## config.mk

```make
export PLATFORM = sky130hd
export DESIGN_NAME = sample_packetizer_flat
export DESIGN_NICKNAME = d
export VERILOG_FILES = /design/src/rtl/acoustics_pkt_pkg.sv /design/src/rtl/sample_packetizer_if.sv /design/src/rtl/sample_fifo.sv /design/src/rtl/sample_packetizer.sv /design/src/flat_wrapper.sv
export SDC_FILE = /design/constraint.sdc
export NUM_CORES = 1
export LEC_CHECK = 0
export ABC_AREA = 0
export CORE_MARGIN = 5
export CORE_UTILIZATION = 49
export CTS_CLUSTER_SIZE = 8
export DETAILED_ROUTE_END_ITERATION = 10
export DONT_BUFFER_PORTS = 1
export PLACE_DENSITY = 0.71
export SLEW_MARGIN = 10
export SYNTH_ARGS = -nofsm -noshare
export SYNTH_HDL_FRONTEND = slang
export SYNTH_SLANG_ARGS = --single-unit
```

## constraint.sdc

```tcl
create_clock -name clk -period 5.65 [get_ports clk]
set_clock_uncertainty 0.2 [all_clocks]
set_input_delay 0.565 -clock clk [delete_from_list [all_inputs] [get_ports clk]]
set_output_delay 0.565 -clock clk [all_outputs]
set_load 0.03 [all_outputs]
```

## src/rtl/acoustics_pkt_pkg.sv

```systemverilog
// rtl/acoustics_pkt_pkg.sv - Shared constants, FSM state type and sizing helper for the sample packetizer
package acoustics_pkt_pkg;

   localparam logic [7:0] SYNC0 = 8'hA5;
   localparam logic [7:0] SYNC1 = 8'h5A;

   typedef enum logic [2:0] {
      IDLE,
      HDR0,
      HDR1,
      SEQ,
      SHI,
      SLO,
      CSUM
   } pkt_state_t;

   // Two sync bytes, seq and csum frame the two bytes carried per sample.
   function automatic int pkt_bytes(input int pkt_len);
      return 4 + 2 * pkt_len;
   endfunction

endpackage

```

## src/rtl/sample_packetizer_if.sv

```systemverilog
// rtl/sample_packetizer_if.sv - Sample input, UART byte handshake and status signals of the packetizer
interface sample_packetizer_if #(
   parameter int SAMPLE_W = 12,
   parameter int DEPTH    = 64
);
   logic                    sample_valid;
   logic [SAMPLE_W-1:0]     sample_data;
   logic                    logging_en;
   logic                    tx_ready;
   logic                    tx_send;
   logic [7:0]              tx_byte;
   logic [$clog2(DEPTH):0]  fifo_count;
   logic                    overflow;
   logic                    busy;

   modport master (
      input  sample_valid, sample_data, logging_en, tx_ready,
      output tx_send, tx_byte, fifo_count, overflow, busy
   );

   modport slave (
      output sample_valid, sample_data, logging_en, tx_ready,
      input  tx_send, tx_byte, fifo_count, overflow, busy
   );

endinterface

```

## src/rtl/sample_fifo.sv

```systemverilog
// rtl/sample_fifo.sv - Show-ahead synchronous sample FIFO with wrap-bit pointers
module sample_fifo #(
   parameter int SAMPLE_W = 12,
   parameter int DEPTH    = 64
) (
   input  logic                   clk,
   input  logic                   reset,
   input  logic                   wr_en,
   input  logic [SAMPLE_W-1:0]    wr_data,
   input  logic                   rd_en,
   output logic [SAMPLE_W-1:0]    head,
   output logic [$clog2(DEPTH):0] count,
   output logic                   full,
   output logic                   empty
);
   localparam int AW = $clog2(DEPTH);

   logic [SAMPLE_W-1:0] mem [DEPTH];
   logic [AW:0]         wr_ptr;
   logic [AW:0]         rd_ptr;

   always_ff @(posedge clk or posedge reset) begin
      if (reset) begin
         wr_ptr <= '0;
         rd_ptr <= '0;
      end else begin
         if (wr_en) wr_ptr <= wr_ptr + 1'b1;
         if (rd_en) rd_ptr <= rd_ptr + 1'b1;
      end
   end

   // Storage needs no reset; occupancy is defined purely by the pointers.
   always_ff @(posedge clk) begin
      if (wr_en) mem[wr_ptr[AW-1:0]] <= wr_data;
   end

   assign head  = mem[rd_ptr[AW-1:0]];
   assign count = wr_ptr - rd_ptr;
   assign empty = (wr_ptr == rd_ptr);
   assign full  = (wr_ptr[AW] != rd_ptr[AW]) && (wr_ptr[AW-1:0] == rd_ptr[AW-1:0]);

endmodule

```

## src/rtl/sample_packetizer.sv

```systemverilog
// rtl/sample_packetizer.sv - Buffers ADC samples and streams them as framed, checksummed UART byte packets
module sample_packetizer #(
   parameter int SAMPLE_W = 12,
   parameter int DEPTH    = 64,
   parameter int PKT_LEN  = 16
) (
   input  logic                clk,
   input  logic                reset,
   sample_packetizer_if.master bus
);
   import acoustics_pkt_pkg::*;

   localparam int               AW         = $clog2(DEPTH);
   localparam int               CNT_W      = $clog2(PKT_LEN + 1);
   localparam logic [AW:0]      PKT_THRESH = (AW+1)'(PKT_LEN);
   localparam logic [CNT_W-1:0] PKT_LAST   = CNT_W'(PKT_LEN);

   pkt_state_t          state, state_n;
   logic                waiting, waiting_n;
   logic                seen_low, seen_low_n;
   logic                tx_send_q, tx_send_n;
   logic [7:0]          tx_byte_q, tx_byte_n;
   logic [7:0]          csum, csum_n;
   logic [7:0]          seq, seq_n;
   logic [CNT_W-1:0]    scnt, scnt_n;
   logic                overflow_q;
   logic                push, pop, drop;
   logic                fifo_full, fifo_empty;
   logic [SAMPLE_W-1:0] fifo_head;
   logic [AW:0]         fifo_count;
   logic [15:0]         head_ext;
   logic [7:0]          head_hi, head_lo;

   sample_fifo #(
      .SAMPLE_W (SAMPLE_W),
      .DEPTH    (DEPTH)
   ) u_fifo (
      .clk     (clk),
      .reset   (reset),
      .wr_en   (push),
      .wr_data (bus.sample_data),
      .rd_en   (pop),
      .head    (fifo_head),
      .count   (fifo_count),
      .full    (fifo_full),
      .empty   (fifo_empty)
   );

   // A full FIFO still accepts a sample when the LO byte pops the head this cycle.
   assign push = bus.sample_valid && bus.logging_en && (!fifo_full || pop);
   assign drop = bus.sample_valid && bus.logging_en && fifo_full && !pop;

   assign head_ext = 16'(fifo_head);
   assign head_hi  = head_ext[15:8];
   assign head_lo  = head_ext[7:0];

   always_ff @(posedge clk or posedge reset) begin
      if (reset) begin
         state      <= IDLE;
         waiting    <= 1'b0;
         seen_low   <= 1'b0;
         tx_send_q  <= 1'b0;
         tx_byte_q  <= 8'h00;
         csum       <= 8'h00;
         seq        <= 8'h00;
         scnt       <= '0;
         overflow_q <= 1'b0;
      end else begin
         state     <= state_n;
         waiting   <= waiting_n;
         seen_low  <= seen_low_n;
         tx_send_q <= tx_send_n;
         tx_byte_q <= tx_byte_n;
         csum      <= csum_n;
         seq       <= seq_n;
         scnt      <= scnt_n;
         if (drop) overflow_q <= 1'b1;
      end
   end

   always_comb begin
      state_n    = state;
      waiting_n  = waiting;
      seen_low_n = seen_low;
      tx_send_n  = 1'b0;
      tx_byte_n  = tx_byte_q;
      csum_n     = csum;
      seq_n      = seq;
      scnt_n     = scnt;
      pop        = 1'b0;

      if (state == IDLE) begin
         scnt_n = '0;
         if (fifo_count >= PKT_THRESH) state_n = HDR0;
      end else if (!waiting) begin
         if (bus.tx_ready) begin
            tx_send_n  = 1'b1;
            waiting_n  = 1'b1;
            seen_low_n = 1'b0;
            case (state)
               HDR0: tx_byte_n = SYNC0;
               HDR1: tx_byte_n = SYNC1;
               SEQ: begin
                  tx_byte_n = seq;
                  csum_n    = seq;
               end
               SHI: begin
                  tx_byte_n = head_hi;
                  csum_n    = csum ^ head_hi;
               end
               SLO: begin
                  tx_byte_n = head_lo;
                  csum_n    = csum ^ head_lo;
                  pop       = !fifo_empty;
                  scnt_n    = scnt + CNT_W'(1);
               end
               CSUM: begin
                  tx_byte_n = csum;
                  seq_n     = seq + 8'd1;
               end
               default: tx_byte_n = tx_byte_q;
            endcase
         end
      end else if (!seen_low) begin
         // The UART must visibly accept the byte before its idle level counts.
         if (!bus.tx_ready) seen_low_n = 1'b1;
      end else if (bus.tx_ready) begin
         waiting_n = 1'b0;
         case (state)
            HDR0:    state_n = HDR1;
            HDR1:    state_n = SEQ;
            SEQ:     state_n = SHI;
            SHI:     state_n = SLO;
            SLO:     state_n = (scnt == PKT_LAST) ? CSUM : SHI;
            CSUM:    state_n = IDLE;
            default: state_n = IDLE;
         endcase
      end
   end

   assign bus.tx_send    = tx_send_q;
   assign bus.tx_byte    = tx_byte_q;
   assign bus.fifo_count = fifo_count;
   assign bus.overflow   = overflow_q;
   assign bus.busy       = (state != IDLE);

endmodule

```

## src/flat_wrapper.sv

```systemverilog
// flat-port wrapper written by rule: the top's interface ports become plain ports
module sample_packetizer_flat import acoustics_pkt_pkg::*;
#(
   parameter int SAMPLE_W = 12,
   parameter int DEPTH    = 64,
   parameter int PKT_LEN  = 16
)
  (clk, reset, bus_sample_valid, bus_sample_data, bus_logging_en, bus_tx_ready, bus_tx_send, bus_tx_byte, bus_fifo_count, bus_overflow, bus_busy);
  sample_packetizer_if #(.SAMPLE_W(SAMPLE_W), .DEPTH(DEPTH)) bus_i ();
  input  logic clk;
  input  logic reset;
  input wire logic [$bits(bus_i.sample_valid)-1:0] bus_sample_valid;
  input wire logic [$bits(bus_i.sample_data)-1:0] bus_sample_data;
  input wire logic [$bits(bus_i.logging_en)-1:0] bus_logging_en;
  input wire logic [$bits(bus_i.tx_ready)-1:0] bus_tx_ready;
  output wire logic [$bits(bus_i.tx_send)-1:0] bus_tx_send;
  output wire logic [$bits(bus_i.tx_byte)-1:0] bus_tx_byte;
  output wire logic [$bits(bus_i.fifo_count)-1:0] bus_fifo_count;
  output wire logic [$bits(bus_i.overflow)-1:0] bus_overflow;
  output wire logic [$bits(bus_i.busy)-1:0] bus_busy;
  assign bus_i.sample_valid = bus_sample_valid;
  assign bus_i.sample_data = bus_sample_data;
  assign bus_i.logging_en = bus_logging_en;
  assign bus_i.tx_ready = bus_tx_ready;
  assign bus_tx_send = bus_i.tx_send;
  assign bus_tx_byte = bus_i.tx_byte;
  assign bus_fifo_count = bus_i.fifo_count;
  assign bus_overflow = bus_i.overflow;
  assign bus_busy = bus_i.busy;
  sample_packetizer #(.SAMPLE_W(SAMPLE_W), .DEPTH(DEPTH), .PKT_LEN(PKT_LEN)) u_core (.clk(clk), .reset(reset), .bus(bus_i));
endmodule
```

==> flow_summary.ini <==
[clocking]
cts_tree = done
cts_buffers = 112
clock_path_buffers = 3
insertion_delay_ns = 0.66
htreeDepth = 3
post_cts_resized = 0
post_cts_buffers = 0
clock-sinks = 818
clk_pin_slew_ns = 0.06
root_buffer = clkbuf_16

[finish]
finalNetCount = 1787
layout_commonest_cell = edfxtp_1
final_cell_mix = 768 x edfxtp_1, 192 x mux4_2, 118 x nor2_1
diodes = 0
drive_above_1_share_pct = 23.49
multi_input_area_um2 = 7637
regArea_um2 = 24320
utilization_pct = 56.49
instances_no_fill = 2665
syn_to_final_growth_pct = 14.35
fillerInstances = 4793

[placement]
placed_cells = 2491
globalplace.congestion = 0.9111
io_buffers = 0
dpl.hpwl_um = 46230

[yosys]
yosysSeqAreaShare_pct = 74.72
netlist_area_um2 = 32540
yosys_warnings = 0
synth_fp_nets = 1663
synth_seq_cells = 818
synth_edf_count = 768
syn_area_per_cell_um2 = 19.91
synthArstFlopShare_pct = 6.112
synth_cell_type_count = 71
syn-instance-count = 1634
ys.flop_type = edfxtp_1

[detailed_routing]
avgRoutedWirePerCell_um = 30.00
ant_nets = 0
wl_um = 79950
vias = 16980
drt_iter0_drc = 2353
dr.max_layer_used = met4
first_pass_iters = 7
route.detailed.drc = 0
wl_met2_um = 38120
routed_via_density = 6.373
wl_met1_um = 31170
met3_length_um = 8136

[timing]
slew_violations = 0
hold_viol = 0
max_freq_mhz = 229.0
max-slew-margin-rel_pct = 11.47
setup_viol = 0
tightest_slew_ns = 1.323
hold-worst-slack_ns = 0.07176
setup_tns_ns = 0
rsz0062_at_grt = no
finalCritPeriodShare_pct = 77.29
fin_crit_ns = 4.367

[setup_path]
regToRegEndpoint = u_core.u_fifo.mem[34][6]
r2r_cells = 8
crit_required_ns = 5.69
r2r_slack_ns = 1.28
reg2reg_from = u_core.u_fifo.rd_ptr[1]
worstSetupEndpointType = flop
critPathMaxFanout = 19
path_class = flop to flop
crit_path_start_kind = flop
setup.worst_path.start = u_core.u_fifo.rd_ptr[1]
endpoint = u_core.u_fifo.mem[34][6]
worstPathArrival_ns = 4.41

[floorplan]
start_util_pct = 49.40
num_io_pins = 35
die_x_um = 267.7
dieHeight_um = 267.7
rows = 94
fp.dieArea_um2 = 71660
core-area_um2 = 65860

[pwr]
power.leakage_nw = 12.15
power_density_nw_per_um2 = 468.6
peakVddDrop_mv = 0.3458

[grt]
overflow = 0
grt_pass1_vias = 17150
antenna_found_initial = 1
grt_max_degree = 132
grt_pass1_wl_um = 117100
grt_use_total_pct = 22.34

[outcome]
outcome = finished clean

[worst_hold_path]
hold_path.class = primary input to flop

[flow_run]
drv_cap = 0
-- worst min-delay path by stage --
stage / startpoint / to / cells past startpoint
3_3_place_gp: u_core.u_fifo.wr_ptr[6] / u_core.u_fifo.wr_ptr[6] / 1
5_1_grt: bus_sample_data[10] / u_core.u_fifo.mem[22][10] / 1
2_1_floorplan: u_core.u_fifo.wr_ptr[6] / u_core.u_fifo.wr_ptr[6] / 1
6_report: bus_tx_ready / u_core.state[1] / 2
3_5_place_dp: u_core.u_fifo.wr_ptr[6] / u_core.u_fifo.wr_ptr[6] / 1
4_1_cts: bus_tx_ready / u_core.state[1] / 2
-- logic make-up after synthesis --
group                    share of synthesized area [%]
adder cells (fa/ha/maj)                         0.4845
flip-flops                                       74.72
XOR/XNOR                                        0.6729
buffers and inverters                            1.811
multiplexers                                     15.05
AO/OA/AOI/OAI                                    3.672
AND/OR/NAND/NOR                                  3.584
-- metal layers --
layer,up-vias,global-route usage (%)
li1,6944,-
met1,8859,31.78
met2,1038,35.03
met3,143,4.639
met4,0,7.809
met5,-,0
-- registers in the layout, summed over array words and instances (netlist names), 3 cells and up --
signal                count
u_core.scnt               5
u_core.seq                8
u_core.u_fifo.wr_ptr      7
u_core.bus.tx_byte        8
u_core.state              3
u_core.csum               8
u_core.u_fifo.rd_ptr      7
u_core.u_fifo.mem       768
-- repair_timing --
action / in CTS / in global routing
endpoints found under the setup margin: 0 / 0
hold buffers: 16 / 0
endpoints found under the hold margin: 822 / 0
-- worst max-delay path, cell delays in order, from the launching register on --
cell and delay, ns:
dfrtp_4 0.66, inv_1 0.18, ha_1 0.34, nand4_1 0.15, nor2_1 0.08, a31oi_1 0.48
nor2b_1 0.34, nand2_1 0.39, nor2_1 1.12
-- where the power goes --
part / leakage (nW) / total [W] / internal (W) / switching (W)
Sequential: 7.53 / 0.00716 / 0.00684 / 0.000314
Clock: 1.48 / 0.00594 / 0.00362 / 0.00232
Combinational: 3.14 / 0.00434 / 0.00183 / 0.00251
Total: 12.1 / 0.0174 / 0.0123 / 0.00514
-- cell type report --
| cell class | instances | share of cell area [%] |
|---|---|---|
| Inverter | 23 | 0.2354 |
| Clock buffer | 152 | 8.108 |
| Clock inverter | 5 | 0.09080 |
| Sequential cell | 818 | 65.37 |
| Tap cell | 864 | 2.906 |
| Timing Repair Buffer | 98 | 2.761 |
| Multi-Input combinational cell | 705 | 20.53 |
-- synthesized netlist by cell type, drive strengths merged (18+ instances only) --
| master | number | area share (%) |
|---|---|---|
| nand2 | 58 | 0.67 |
| nor2 | 118 | 1.4 |
| a21oi | 21 | 0.32 |
| clkbuf | 31 | 0.36 |
| o21ai | 27 | 0.42 |
| a22oi | 18 | 0.42 |
| buf | 57 | 1.2 |
| edfxtp | 768 | 71 |
| inv | 22 | 0.25 |
| dfrtp | 50 | 3.8 |
| mux4 | 192 | 13 |
| mux2i | 46 | 1.4 |
| nand3 | 20 | 0.31 |
-- metrics by stage --
| step | total power, W | setup slack, ns | area (um2) |
|---|---|---|---|
| 2_1_floorplan | 0.01028 | 1.713 | 32540 |
| 3_3_place_gp | 0.01140 | 1.566 | 33770 |
| 3_5_place_dp | 0.01145 | 1.475 | 33770 |
| 4_1_cts | 0.01750 | 1.346 | 37190 |
| 5_1_grt | 0.01806 | 1.217 | 37210 |
| 6_report | 0.01744 | 1.283 | 37210 |
Power figures use the tool's default switching activity.
